==> config.mk <==
export PLATFORM = sky130hd
export DESIGN_NAME = pipe_stage_skid
export DESIGN_NICKNAME = d
export VERILOG_FILES = /design/src/rtl/pipe_pkg.sv /design/src/rtl/sat_counter.sv /design/src/rtl/pipe_stage_skid.sv
export SDC_FILE = /design/constraint.sdc
export NUM_CORES = 1
export LEC_CHECK = 0
export BUFFER_PORTS_ARGS = -buffer_cell sky130_fd_sc_hd__buf_4
export CAP_MARGIN = 0
export CORE_MARGIN = 2
export CORE_UTILIZATION = 56
export DETAILED_ROUTE_END_ITERATION = 6
export HOLD_SLACK_MARGIN = 0.02
export PLACE_DENSITY = 0.84
export SLEW_MARGIN = 20
export SYNTH_ARGS = -nofsm -noshare
export SYNTH_HDL_FRONTEND = slang
export SYNTH_HIERARCHICAL = 1
export SYNTH_SLANG_ARGS = --single-unit
==> constraint.sdc <==
create_clock -name CLK -period 3.84 [get_ports CLK]
set_input_delay 0.384 -clock CLK [delete_from_list [all_inputs] [get_ports CLK]]
set_output_delay 0.384 -clock CLK [all_outputs]
set_load 0.02 [all_outputs]
==> src/rtl/pipe_pkg.sv <==
// Shared definitions for the elastic pipeline-stage register.
//   occ_e       : occupancy/FSM state encoding (EMPTY, ONE, FULL)
//   *_W_DEFAULT : default payload, control and counter widths
package pipe_pkg;

  localparam int unsigned DATA_W_DEFAULT = 128;
  localparam int unsigned CTRL_W_DEFAULT = 16;
  localparam int unsigned CNT_W_DEFAULT  = 16;

  typedef enum logic [1:0] {
    EMPTY = 2'd0,
    ONE   = 2'd1,
    FULL  = 2'd2
  } occ_e;

endpackage

==> src/rtl/sat_counter.sv <==
// Saturating up-counter used for stage performance statistics.
//   CLK     : clock, rising edge
//   RESET_N : asynchronous active-low reset, clears COUNT
//   INC     : count this cycle
//   COUNT   : current value, sticks at all-ones
module sat_counter #(
  parameter int unsigned W = 16
) (
  input  logic         CLK,
  input  logic         RESET_N,
  input  logic         INC,
  output logic [W-1:0] COUNT
);

  always_ff @(posedge CLK or negedge RESET_N) begin
    if (!RESET_N) begin
      COUNT <= '0;
    end else if (INC && (COUNT != '1)) begin
      COUNT <= COUNT + {{(W-1){1'b0}}, 1'b1};
    end
  end

endmodule

==> src/rtl/pipe_stage_skid.sv <==
// Elastic pipeline-stage register with a two-entry skid buffer.
// Main register drives OUT_*, skid register absorbs the transfer accepted
// in the cycle the stage fills, so IN_READY can be registered.
//   CLK, RESET_N        : clock, asynchronous active-low reset
//   FLUSH               : synchronous flush to bubble (drops held entries)
//   IN_VALID/IN_READY   : upstream handshake, IN_READY registered
//   IN_DATA/IN_CTRL     : upstream payload and control
//   OUT_VALID/OUT_READY : downstream handshake
//   OUT_DATA/OUT_CTRL   : head entry, OUT_CTRL is zero while no entry is held
//   OCCUPANCY           : entries held (0..2)
//   STALL_CNT/FLUSH_CNT : saturating stall and flush cycle counters
module pipe_stage_skid
  import pipe_pkg::*;
#(
  parameter int unsigned DATA_W = DATA_W_DEFAULT,
  parameter int unsigned CTRL_W = CTRL_W_DEFAULT,
  parameter int unsigned CNT_W  = CNT_W_DEFAULT
) (
  input  logic              CLK,
  input  logic              RESET_N,
  input  logic              FLUSH,
  input  logic              IN_VALID,
  output logic              IN_READY,
  input  logic [DATA_W-1:0] IN_DATA,
  input  logic [CTRL_W-1:0] IN_CTRL,
  output logic              OUT_VALID,
  input  logic              OUT_READY,
  output logic [DATA_W-1:0] OUT_DATA,
  output logic [CTRL_W-1:0] OUT_CTRL,
  output logic [1:0]        OCCUPANCY,
  output logic [CNT_W-1:0]  STALL_CNT,
  output logic [CNT_W-1:0]  FLUSH_CNT
);

  occ_e              state_q, state_d;
  logic              in_ready_q;
  logic [DATA_W-1:0] main_data_q, skid_data_q;
  logic [CTRL_W-1:0] main_ctrl_q, skid_ctrl_q;

  logic accept, rel;
  logic ld_main_in, ld_main_skid, ld_skid;

  assign OUT_VALID = (state_q != EMPTY);
  assign IN_READY  = in_ready_q;
  assign accept    = IN_VALID & in_ready_q;
  assign rel       = OUT_VALID & OUT_READY;

  always_comb begin
    state_d      = state_q;
    ld_main_in   = 1'b0;
    ld_main_skid = 1'b0;
    ld_skid      = 1'b0;
    case (state_q)
      EMPTY: begin
        if (accept) begin
          ld_main_in = 1'b1;
          state_d    = ONE;
        end
      end
      ONE: begin
        if (accept && rel) begin
          ld_main_in = 1'b1;
        end else if (accept) begin
          ld_skid = 1'b1;
          state_d = FULL;
        end else if (rel) begin
          state_d = EMPTY;
        end
      end
      FULL: begin
        if (rel) begin
          ld_main_skid = 1'b1;
          state_d      = ONE;
        end
      end
      default: state_d = EMPTY;
    endcase
    // Flush wins over any accept in the same cycle; a concurrent release
    // has already been taken by downstream and needs no action here.
    if (FLUSH) begin
      state_d      = EMPTY;
      ld_main_in   = 1'b0;
      ld_main_skid = 1'b0;
      ld_skid      = 1'b0;
    end
  end

  always_ff @(posedge CLK or negedge RESET_N) begin
    if (!RESET_N) begin
      state_q    <= EMPTY;
      in_ready_q <= 1'b1;
    end else begin
      state_q    <= state_d;
      in_ready_q <= (state_d != FULL);
    end
  end

  always_ff @(posedge CLK or negedge RESET_N) begin
    if (!RESET_N) begin
      main_data_q <= '0;
      skid_data_q <= '0;
    end else begin
      if (ld_main_in) begin
        main_data_q <= IN_DATA;
      end else if (ld_main_skid) begin
        main_data_q <= skid_data_q;
      end
      if (ld_skid) begin
        skid_data_q <= IN_DATA;
      end
    end
  end

  always_ff @(posedge CLK or negedge RESET_N) begin
    if (!RESET_N) begin
      main_ctrl_q <= '0;
      skid_ctrl_q <= '0;
    end else if (FLUSH) begin
      main_ctrl_q <= '0;
      skid_ctrl_q <= '0;
    end else begin
      if (ld_main_in) begin
        main_ctrl_q <= IN_CTRL;
      end else if (ld_main_skid) begin
        main_ctrl_q <= skid_ctrl_q;
      end
      if (ld_skid) begin
        skid_ctrl_q <= IN_CTRL;
      end
    end
  end

  assign OUT_DATA  = main_data_q;
  assign OUT_CTRL  = OUT_VALID ? main_ctrl_q : '0;
  assign OCCUPANCY = state_q;

  sat_counter #(.W(CNT_W)) u_stall_cnt (
    .CLK     (CLK),
    .RESET_N (RESET_N),
    .INC     (OUT_VALID & ~OUT_READY),
    .COUNT   (STALL_CNT)
  );

  sat_counter #(.W(CNT_W)) u_flush_cnt (
    .CLK     (CLK),
    .RESET_N (RESET_N),
    .INC     (FLUSH),
    .COUNT   (FLUSH_CNT)
  );

endmodule

== Word level (Yosys, flattened, before mapping) ==
Index checks and enable logic that the tools add are counted.

* Order comparisons: 0
* Equality and inequality tests: 5
* Div/mod/pow operators: 0
* $add $sub $neg: 2
* Bitwise gates (word level): 4
* Muxes and demuxes: 25
* Reductions and logical operators: 8
* Shifts and indexed selects: 0
* $mul: 0

{| class="wikitable"
|+ Operator list
! kind !! number
|-
| 2-to-1 mux 128 bit || 2
|-
| 2-to-1 mux 16 bit || 6
|-
| adder 16 x 1 -> 16 bit (second input constant) || 2
|-
| != test 16 bit (second input constant) || 2
|-
| 2-to-1 mux 2 bit || 6
|-
| 2-to-1 mux 1 bit || 9
|-
| one-hot mux 2 bit (3 select lines) || 1
|-
| nonzero test 2 bit || 3
|-
| bitwise AND 1 bit || 3
|-
| logical AND 1 bit || 3
|-
| nonzero test 3 bit || 1
|-
| equality test 2 x 1 -> 1 bit (second input constant) || 1
|-
| equality test 2 bit (second input constant) || 1
|-
| zero test 2 bit || 1
|-
| != test 2 bit (second input constant) || 1
|-
| one-hot mux 1 bit (2 select lines) || 1
|-
| NOT 1 bit || 1
|}

* Bits in latches: 0
* Register bits after elaboration: 323
* Memory bits (writable): 0
* ROM bits: 0
* Memories: 0

== Longest topological paths before layout ==
* Depth in word-level cells: 8
* Depth in mapped cells: 8
* Depth with buffers taken out: 6

== Cells and area by module ==
The synthesis kept the hierarchy.

{| class="wikitable"
|+ Modules (own cells, without submodules)
! module !! instances !! cells an instance !! area an instance (um2)
|-
| pipe_stage_skid || 1 || 973 || 11807.6
|-
| sat_counter || 2 || 77 || 884.6
|}

== Worst setup path before layout ==
OpenSTA, ideal clock, no wires.

* Kind: reg-to-reg
* Start point: register state_q[1] (netlist: OCCUPANCY[1])
* End point: register u_stall_cnt.COUNT[15]
* Setup slack: 1770 ps
* Data arrival time: 1945 ps
* Cell stages (with the launch flop): 8
* Buffers on the path: 1
* Library setup time: 125 ps
* Cell sequence: dfrtp_1 > nor2_2 > clkbuf_1 > nor2_1 > nand4_1 > nor4_4 > nand3_2 > mux2_4

* Longest elaborated chain between the ends: 3

{| class="wikitable"
|+ Ends and longest elaborated chain
! what !! RTL line !! source
|-
| from (decl) || pipe_stage_skid.sv:35 || <nowiki>occ_e state_q, state_d;</nowiki>
|-
| from (signal assigned) || pipe_stage_skid.sv:93 || <nowiki>state_q <= state_d;</nowiki>
|-
| nonzero test 2 bit || pipe_stage_skid.sv:43 || <nowiki>assign OUT_VALID = (state_q != EMPTY);</nowiki>
|-
| bitwise AND 1 bit || pipe_stage_skid.sv:140 || <nowiki>.INC (OUT_VALID & ~OUT_READY),</nowiki>
|-
| logical AND 1 bit || sat_counter.sv:18 || <nowiki>end else if (INC && (COUNT != '1)) begin</nowiki>
|-
| to (signal assigned) || sat_counter.sv:19 || <nowiki>COUNT <= COUNT + {{(W-1){1'b0}}, 1'b1};</nowiki>
|-
| to (decl) || sat_counter.sv:12 || <nowiki>output logic [W-1:0] COUNT</nowiki>
|}

No other way between the ends.
A chain may end at the register's enable or synchronous reset.

== Final worst setup path ==
* Start point: register in_ready_q (netlist: IN_READY)
* End point: register main_data_q[111] (netlist: OUT_DATA[111])

* Longest elaborated chain between the ends: 6
* Elaborated cells between the ends (all ways): 8

{| class="wikitable"
|+ Ends and longest elaborated chain
! what !! RTL line !! source
|-
| from (decl) || pipe_stage_skid.sv:36 || <nowiki>logic in_ready_q;</nowiki>
|-
| from (signal assigned) || pipe_stage_skid.sv:94 || <nowiki>in_ready_q <= (state_d != FULL);</nowiki>
|-
| bitwise AND 1 bit (*) || pipe_stage_skid.sv:45 || <nowiki>assign accept = IN_VALID & in_ready_q;</nowiki>
|-
| logical AND 1 bit || pipe_stage_skid.sv:61 || <nowiki>if (accept && rel) begin</nowiki>
|-
| 2-to-1 mux 1 bit || pipe_stage_skid.sv:61 ||
|-
| one-hot mux 1 bit (2 select lines) (*) || pipe_stage_skid.sv:53 || <nowiki>case (state_q)</nowiki>
|-
| 2-to-1 mux 1 bit (*) || pipe_stage_skid.sv:80 || <nowiki>if (FLUSH) begin</nowiki>
|-
| 2-to-1 mux 128 bit / nonzero test 2 bit (equally long branches) || n/a ||
|-
| to (signal assigned) || pipe_stage_skid.sv:106 || <nowiki>main_data_q <= skid_data_q;</nowiki>
|-
| to (decl) || pipe_stage_skid.sv:37 || <nowiki>logic [DATA_W-1:0] main_data_q, skid_data_q;</nowiki>
|}

Every way passes the cells marked *; elsewhere a longest branch is shown, timed or not.

==> impl_metrics.toml <==
[clock_tree]
cts_resized = 0
clockBufferDepth = 3
clock-sinks = 323
path_clk_slew_ns = 0.06
root_buffer = "clkbuf_16"
cts_tree = "built"
cts_made_buffers = 35
h-tree-depth = 2
clock_latency_ns = 0.50

[floorplanning]
start_util_pct = 57.5
dieWidth_um = 160
coreArea_um2 = 23600
die_y_um = 160
core.rowCount = 56
dieArea_um2 = 25500
pin_count = 329

[logic_synthesis]
yosysTopAreaCell = "dfrtp_1"
yosys_warnings = 6
synth_edf_count = 0
yosys.area.top_type_share_pct = 59.3
synth_cell_types = 49
synthCells = 1127
synth_common_cells = "dfrtp_1, o21ai_0, inv_1, a22oi_1, mux2_2"
syn_avg_cell_area_um2 = 12.0
syn_area_um2 = 13600
mappedNetlistNets = 1278
ys.flop_type = "dfrtp_1"
yosys_register_bits = 323
yosysMostFrequentCell = "dfrtp_1"
ys_seq_area_share_pct = 59.5
synth_area_leaders = "dfrtp_1, a22oi_1, mux2_2"
async_reset_ff_share_pct = 100

[sta]
skew_ns = 0.0153
final.setup.tns_ns = 0
worst_pin_slew_ns = 0.865
fmax_mhz = 443
slew-limit-headroom_pct = 42.3
setup_viol = 0
fin_crit_ns = 2.25
fin_crit_sh_pct = 58.7
hold_viol = 0
drv_slew = 0
grt_setup_unrepaired = "no"

[routing]
first_iter_violations = 788
vias = 10300
post_drt_wl_per_cell_um = 19.8
drt-vias-per-instance = 5.75
routed_wl_um = 35300
postRouteAntennaNets = 0
drcViolationCount = 0
firstDrtPassIters = 5

[finish]
nNetsFinal = 1597
multi_input_area_um2 = 4720
fillers = 1568
syn_to_final_growth_pct = 28.8
insertedDiodeCount = 0
seqCellArea_um2 = 8080
drive_gt1_share_pct = 35.1

[run]
maxCapViolations = 0

[worst_setup_path]
path_class = "reg2reg"
critical_path.slowest_cell = "buf_4"
worst-path-buf-inv = 1
crit_chain = "and3b_1, nand2_1, a31oi_4, buf_4, o21ai_0"
cp.required_ns = 4.18
crit_arrival_ns = 2.59
path_delay_family = "buffers and inverters"
cp-start-kind = "flip-flop"
worst-path-max-fanout = 87
critPathCaptureType = "flip-flop"
cpPeakStageDelay_ns = 0.67

[power_and_ir_drop]
power.leakage_nw = 8.24
power.density_nw_per_um2 = 576
ir_drop_mv = 0.361
power_mw = 10.1

[grt]
grt_overflow = 0
antenna_found_initial = 0
grt_max_degree = 114
grt_pass1_wl_um = 57600
grt_usage_pct = 27.8
grt_pass1_vias = 10800

[worst_hold_path]
hold_path.class = "in2reg"

[outcome]
outcome = "finished clean"

[placed_design]
io_buffers = 328
gp_congestion = 0.833
dpl.hpwl_um = 23500
==> cell type report <==
class                      instances  share of cell area [%]
sequential                       323                    46.2
timing repair buffer             349                    15.3
clock buffer                      50                    5.97
inverter                         130                    2.79
tap                              319                    2.28
clock inverter                    10                   0.443
multi-input combinational        607                    27.0
==> report_power, final <==
group	switching (mW)	leakage, nW	internal (mW)
Sequential	0.514	4.07	4.15
Clock	1.31	0.559	1.95
Combinational	1.14	3.61	1.01
==> cells by family after synthesis <==
family,synth area share (%)
multiplexers,11.1
XOR/XNOR,0.903
AND/OR/NAND/NOR,6.15
AO/OA/AOI/OAI,16.2
adder cells (fa/ha/maj),0.184
buffers and inverters,5.87
flip-flops,59.5
==> what timing repair did <==
action / CTS / global route
hold buffers: 1 / 0
hold endpoints to repair: 84 / 0
setup endpoints to repair: 0 / 0
buffers inserted: 0 / 0
==> stage by stage <==
stage / worst slack [ns] / util (%) / std cells / hold WS [ns] / instance area [µm²]
6_report: 1.59 / 74.1 / 1788 / 0.104 / 17500
3_3_place_gp: 1.67 / 69.3 / 1727 / 0.468 / 16400
5_1_grt: 1.40 / 74.1 / 1788 / 0.0939 / 17500
3_5_place_dp: 1.61 / 69.3 / 1727 / 0.475 / 16400
2_1_floorplan: 1.77 / - / 1127 / 0.0884 / 13600
4_1_cts: 1.57 / 74.1 / 1788 / 0.0911 / 17500
==> routing by layer <==
layer	track usage, %	part of all wire [%]	vias to the layer above
li1	-	-	4646
met1	35.5	40	5129
met2	45.7	49	414
met3	7.35	7.4	93
met4	11.0	4.0	0
met5	0	0	-
==> registers in the layout, indices dropped and copies added (netlist names) <==
name               count
u_flush_cnt/COUNT     16
main_ctrl_q           16
u_stall_cnt/COUNT     16
OCCUPANCY              2
skid_data_q          128
OUT_DATA             128
skid_ctrl_q           16
IN_READY               1
==> worst reg2reg max path: stages (launching register included) <==
cell     delay (ns)
dfstp_2        0.57
and3b_1        0.24
nand2_1        0.11
a31oi_4        0.20
buf_4          0.67
o21ai_0        0.29
==> path summary, 6_finish.rpt <==
kind | startpoint | end | slack [ns] | depth (start not counted)
max reg2reg | IN_READY | OUT_DATA[111] | 1.59 | 5
min reg2reg | skid_data_q[91] | skid_data_q[91] | 0.48 | 1
min | IN_DATA[108] | skid_data_q[108] | 0.10 | 2
max | IN_READY | OUT_DATA[111] | 1.59 | 5
max in group asynchronous | RESET_N | OUT_DATA[100] | 2.38 | 3
min in group asynchronous | RESET_N | OUT_DATA[80] | 0.56 | 2
==> placed cells by master, fill, tap and decap left out, types with 6 or more instances in the layout <==
cell type / Yosys / layout
a21oi_1: 8 / 8
a22o_1: 16 / 16
a22oi_1: 128 / 128
a2bb2oi_1: 16 / 16
buf_4: 5 / 343
clkbuf_1: 30 / 6
clkbuf_16: 0 / 37
clkbuf_8: 0 / 7
clkinv_2: 0 / 8
dfrtp_1: 322 / 322
inv_1: 130 / 130
mux2_1: 44 / 44
mux2_2: 84 / 84
nand2_1: 26 / 26
nand3_1: 10 / 10
nand4_1: 18 / 18
nor2_1: 15 / 14
nor2b_1: 17 / 17
o21a_1: 6 / 6
o21ai_0: 145 / 145
xnor2_1: 10 / 10
No activity file was read; power rests on OpenSTA's default activity.
